==> config.mk <==
export PLATFORM = sky130hd
export DESIGN_NAME = rr_arbiter_8
export DESIGN_NICKNAME = d
export VERILOG_FILES = /design/src/rtl/rr_arbiter_8_pkg.sv /design/src/rtl/decoder_3to8_en.sv /design/src/rtl/rr_pick_8.sv /design/src/rtl/rr_arbiter_8.sv
export SDC_FILE = /design/constraint.sdc
export NUM_CORES = 1
export LEC_CHECK = 0
export CAP_MARGIN = 20
export CORE_UTILIZATION = 50
export CTS_CLUSTER_DIAMETER = 200
export CTS_CLUSTER_SIZE = 12
export DETAILED_ROUTE_END_ITERATION = 10
export PLACE_DENSITY = 0.76
export RECOVER_POWER = 100
export SYNTH_ARGS = -nofsm -noshare
export SYNTH_HDL_FRONTEND = slang
export SYNTH_SLANG_ARGS = --single-unit
==> constraint.sdc <==
create_clock -name clk -period 8.2 [get_ports clk]
set_input_delay 2.05 -clock clk [delete_from_list [all_inputs] [get_ports clk]]
set_output_delay 2.05 -clock clk [all_outputs]
set_load 0.02 [all_outputs]
==> src/rtl/rr_arbiter_8_pkg.sv <==
// rr_arbiter_8_pkg: shared sizes and FSM encodings for the 8-way round-robin arbiter
package rr_arbiter_8_pkg;
    localparam int N_REQ = 8;
    localparam int IDXW  = 3;
    typedef enum logic [1:0] {
        ST_IDLE = 2'd0,
        ST_BUSY = 2'd1,
        ST_GAP  = 2'd2
    } state_t;
endpackage

==> src/rtl/decoder_3to8_en.sv <==
// decoder_3to8_en: 3-to-8 one-hot decoder with active-high enable
module decoder_3to8_en (
    input  logic [2:0] inp,
    input  logic       enab,
    output logic [7:0] y
);
    assign y = enab ? (8'd1 << inp) : 8'd0;
endmodule

==> src/rtl/rr_pick_8.sv <==
// rr_pick_8: first requester after last_idx, with wrap, so the last winner is checked last
module rr_pick_8
    import rr_arbiter_8_pkg::*;
(
    input  logic [N_REQ-1:0] req,
    input  logic [IDXW-1:0]  last_idx,
    output logic [IDXW-1:0]  win_idx,
    output logic             any_req
);
    logic [IDXW-1:0] idx;
    logic            found;
    always_comb begin
        win_idx = '0;
        idx     = '0;
        found   = 1'b0;
        for (int k = 1; k <= N_REQ; k++) begin
            idx = last_idx + IDXW'(k);
            if (!found && req[idx]) begin
                win_idx = idx;
                found   = 1'b1;
            end
        end
    end
    assign any_req = |req;
endmodule

==> src/rtl/rr_arbiter_8.sv <==
// rr_arbiter_8: round-robin arbiter, hold-until-release grants, one-cycle gap, max-hold timeout
module rr_arbiter_8
    import rr_arbiter_8_pkg::*;
#(
    parameter int MAX_HOLD = 15,
    parameter int HOLDW    = 4
) (
    input  logic             clk,
    input  logic             rst_n,
    input  logic [N_REQ-1:0] req,
    input  logic             done,
    output logic [N_REQ-1:0] gnt,
    output logic [IDXW-1:0]  gnt_idx,
    output logic             gnt_vld,
    output logic             timeout
);
    state_t           state, state_nx;
    logic [IDXW-1:0]  last_idx, win_idx;
    logic [HOLDW-1:0] hold_cnt;
    logic             any_req, quit, hit, rel;

    rr_pick_8 u_pick (
        .req      (req),
        .last_idx (last_idx),
        .win_idx  (win_idx),
        .any_req  (any_req)
    );

    decoder_3to8_en u_dec (
        .inp  (gnt_idx),
        .enab (gnt_vld),
        .y    (gnt)
    );

    assign quit = done || !req[gnt_idx];
    assign hit  = hold_cnt == HOLDW'(MAX_HOLD - 1);
    assign rel  = (state == ST_BUSY) && (quit || hit);

    always_comb begin
        state_nx = state;
        case (state)
            ST_IDLE: state_nx = any_req ? ST_BUSY : ST_IDLE;
            ST_BUSY: state_nx = rel ? ST_GAP : ST_BUSY;
            default: state_nx = ST_IDLE;
        endcase
    end

    always_ff @(posedge clk) begin
        if (!rst_n) begin
            state    <= ST_IDLE;
            gnt_vld  <= 1'b0;
            gnt_idx  <= '0;
            timeout  <= 1'b0;
            last_idx <= IDXW'(N_REQ - 1);
            hold_cnt <= '0;
        end else begin
            state   <= state_nx;
            // a timeout is flagged only when the hold limit was the sole cause
            timeout <= rel && !quit;
            if (state == ST_IDLE && any_req) begin
                gnt_idx  <= win_idx;
                gnt_vld  <= 1'b1;
                hold_cnt <= '0;
                last_idx <= win_idx;
            end
            if (state == ST_BUSY) begin
                if (rel) gnt_vld <= 1'b0;
                else hold_cnt <= hold_cnt + HOLDW'(1);
            end
        end
    end
endmodule

==> parameters.txt <==
Parameter                              Value

STA
  Post-route minimum period    4.48 ns
  Worst max-slew margin expressed relative to the limit    50.4%
  Unrepaired setup endpoints after global routing    no
  Least-Margin Pin Slew    0.723 ns
  Final slew viol count    0
  Final period utilization    54.7%
  Maximum operating frequency    0.223 GHz
  Final count of negative-setup-slack endpoints    0
  Accumulated negative setup slack    0 ns
  Worst setup margin    3.72 ns
  Layout Skew    0.00208 ns
  Total count of hold-check failures in the final report    0

Floorplan
  Vertical die dimension    57.2 um
  Top-Level Pins    24
  Die Area    0.00328 mm2
  Core footprint    0.00283 mm2
  Initial cell density of the core    53.9%
  Count of standard-cell rows    19
  Die X-Extent    57.2 um

Placement
  Placed cell count    212
  Last weighted congestion value of the routability-driven placer    0.897
  Input/output buffers    23
  Post-placement worst setup slack    3.54 ns
  HPWL Detailed    2.86 mm
  Placement-stage cell area    0.00174 mm2

Global routing
  Global route total overflow    0
  Met3 global-route usage    2.95%
  Met2 routing resource usage after global routing    43.2%
  Pin count of the biggest net entering global routing    16
  Met1 track demand over resource in global routing    30.6%
  Number of global-route vias before repair    1324
  Global-route usage over all layers    24.2%
  Global-route wire length before repair    6.17 mm
  Initial antenna violation count    0
  Busiest layer in global routing    met2

CTS
  Setup bufs post-CTS    0
  Later-pin clock latency in the skew report    0.28 ns
  Clock-pin slew on the worst setup and hold paths    0.09 ns
  Number of buffers added by the clock tree synthesis step    3
  CTS tree    done
  CTS H-Tree Depth    1
  Number of sinks on the clock net    14
  Count of hold buffers inserted by post-cts repair    0
  Cts repair resizes    0
  Max Buffers Root-to-Sink    2
  Clock root cell    sky130_fd_sc_hd__clkbuf_4

Logic synthesis
  Number of synthesized flops with an enable pin    0
  Count of yosys warnings during synthesis    0
  Sequential share of the synthesized area    18.4%
  Leading area contributor after synthesis    sky130_fd_sc_hd__dfxtp_1
  Top cells by area in the synthesized netlist    sky130_fd_sc_hd__dfxtp_1 (18%), sky130_fd_sc_hd__mux4_2 (18%), sky130_fd_sc_hd__mux2i_1 (3.9%)
  Library cell with the highest instance count after synthesis    sky130_fd_sc_hd__nor2_1
  Synthesized instance count    165
  Synthesized area    0.00153 mm2
  Top cell types by occurrence after synthesis    sky130_fd_sc_hd__nor2_1 (15), sky130_fd_sc_hd__dfxtp_1 (14), sky130_fd_sc_hd__mux4_2 (12), sky130_fd_sc_hd__nand2_1 (12), sky130_fd_sc_hd__nand2b_1 (9)
  Net count of the mapped netlist    180
  Netlist cell types    50
  Share of Yosys cell area claimed by the top area cell type    18.4%
  Ys async rst share    0%
  Top flip-flop cell by instance count after synthesis    sky130_fd_sc_hd__dfxtp_1
  Mean Syn Cell Area    9.24 um2
  Flip-flop and latch count after synthesis    14

Setup path
  Crit-path most repeated cell    sky130_fd_sc_hd__mux2i_1
  Biggest fanout along the worst timing path    8
  Category of the worst setup path capture point    flip-flop
  Slack of the worst reg-to-reg path    4.48 ns
  Required time of the worst setup path    8.33 ns
  Critical path startpoint category    input pin
  Crit Path Class    input pin to flip-flop
  Critical path's slowest cell    sky130_fd_sc_hd__dlygate4sd3_1
  List of cells traversed by the critical path    dlygate4sd3_1, mux4_2, mux2i_1, nor2_1, mux2i_1, a21boi_0, o21ai_0, o221ai_1
  Arrival time of data at the critical path endpoint    4.62 ns
  Peak per-stage delay on the critical path    0.63 ns

Power and ir drop
  Cell area power density    353 mW/mm2
  Cell leakage power    0.694 nW
  Worst vdd rail ir drop    0.156 mV

Finish
  Sequential Area    280 um2
  Non-filler cells in the finished layout    217
  Syn-to-layout area delta    16.3%
  Layout net count    202
  Multi-input logic area    0.00117 mm2
  Finished Cell Area    0.00177 mm2
  Antenna cells    0
  Ratio of cells with drive above 1 in the final layout    14.5%
  Fill cell total of the finished layout    233

Routing
  Drt drc    0
  Drt initial violations    116
  Routed len/inst    17.0 um
  Final wirelength    3.69 mm
  Number of detailed-route iterations in the first pass    4
  Vias    1419
  Antenna viol nets, final    0
  Via-per-instance ratio    6.54

Min path
  Type of the most critical hold path    flip-flop to flip-flop

Run
  Max cap viols    0

Status
  Outcome    finished, final reports clean
routing by layer:
layer	share of wire, %	up-vias
met1	41	690
met4	1.3	0
met2	55	37
li1	-	686
met3	2.8	6
met5	0	-
worst max-delay path, delay by kind of cell:
family / cells / cell delay (ns)
AO/OA/AOI/OAI: 3 / 0.56
buffers and inverters: 1 / 0.63
multiplexers: 3 / 1.29
AND/OR/NAND/NOR: 1 / 0.08
worst paths after layout:
kind | from | endpoint | cells past startpoint
worst min register to register | hold_cnt[3]$_SDFF_PN0_ | hold_cnt[3]$_SDFF_PN0_ | 2
worst min-delay path | hold_cnt[3]$_SDFF_PN0_ | hold_cnt[3]$_SDFF_PN0_ | 2
worst max-delay path | req[7] | last_idx[1]$_SDFFE_PN1P_ | 8
worst max register to register | last_idx[0]$_SDFFE_PN1P_ | last_idx[1]$_SDFFE_PN1P_ | 9
power breakdown:
part	internal, W	total [W]	switching (W)
clock network	0.0000270	0.0000505	0.0000235
registers	0.0000820	0.000121	0.0000392
logic	0.000211	0.000454	0.000244
through the flow:
| stage | util (%) | hold slack, ns | power [W] |
|---|---|---|---|
| after detailed placement | 61.4 | 0.513 | 0.000581 |
| after global routing | 62.7 | 0.564 | 0.000677 |
| after CTS | 62.7 | 0.525 | 0.000632 |
| after global placement | 61.4 | 0.504 | 0.000568 |
| after floorplan | - | 0.465 | 0.000498 |
| final | 62.7 | 0.523 | 0.000626 |
logic make-up after synthesis:
| family | share of synthesized area [%] |
|---|---|
| and+or+nand+nor | 22.1 |
| buffers and inverters | 4.76 |
| adders and majority gates | 3.28 |
| AOI/OAI and AO/OA | 20.3 |
| xor gates and xnor gates | 1.15 |
| muxes | 30.0 |
| DFF | 18.4 |
final cells by class:
cell class,count,area share [%]
Tap cell,31,2.19
Sequential cell,14,15.8
Clock buffer,4,2.05
Timing Repair Buffer,24,13.3
Multi-Input combinational cell,140,65.9
Inverter,4,0.846
registers in the layout, summed over array words and instances (netlist names):
register	flops
gnt_idx	3
gnt_vld	1
last_idx	3
state	2
hold_cnt	4
timeout	1
cell usage in the layout, fill, tap and decap left out, types with 3 or more instances in the layout:
cell type                         instances
sky130_fd_sc_hd__a21boi_0                 5
sky130_fd_sc_hd__a21oi_1                  7
sky130_fd_sc_hd__clkbuf_4                 3
sky130_fd_sc_hd__clkdlybuf4s50_1          9
sky130_fd_sc_hd__dfxtp_1                 14
sky130_fd_sc_hd__dlygate4sd3_1           14
sky130_fd_sc_hd__ha_1                     4
sky130_fd_sc_hd__inv_1                    4
sky130_fd_sc_hd__mux2_2                   4
sky130_fd_sc_hd__mux2i_1                  6
sky130_fd_sc_hd__mux4_2                  12
sky130_fd_sc_hd__nand2_1                 12
sky130_fd_sc_hd__nand2b_1                 9
sky130_fd_sc_hd__nand3_1                  7
sky130_fd_sc_hd__nor2_1                  15
sky130_fd_sc_hd__nor2b_1                  7
sky130_fd_sc_hd__nor3_1                   3
sky130_fd_sc_hd__o21ai_0                 10
No activity file was read; power rests on OpenSTA's default activity.
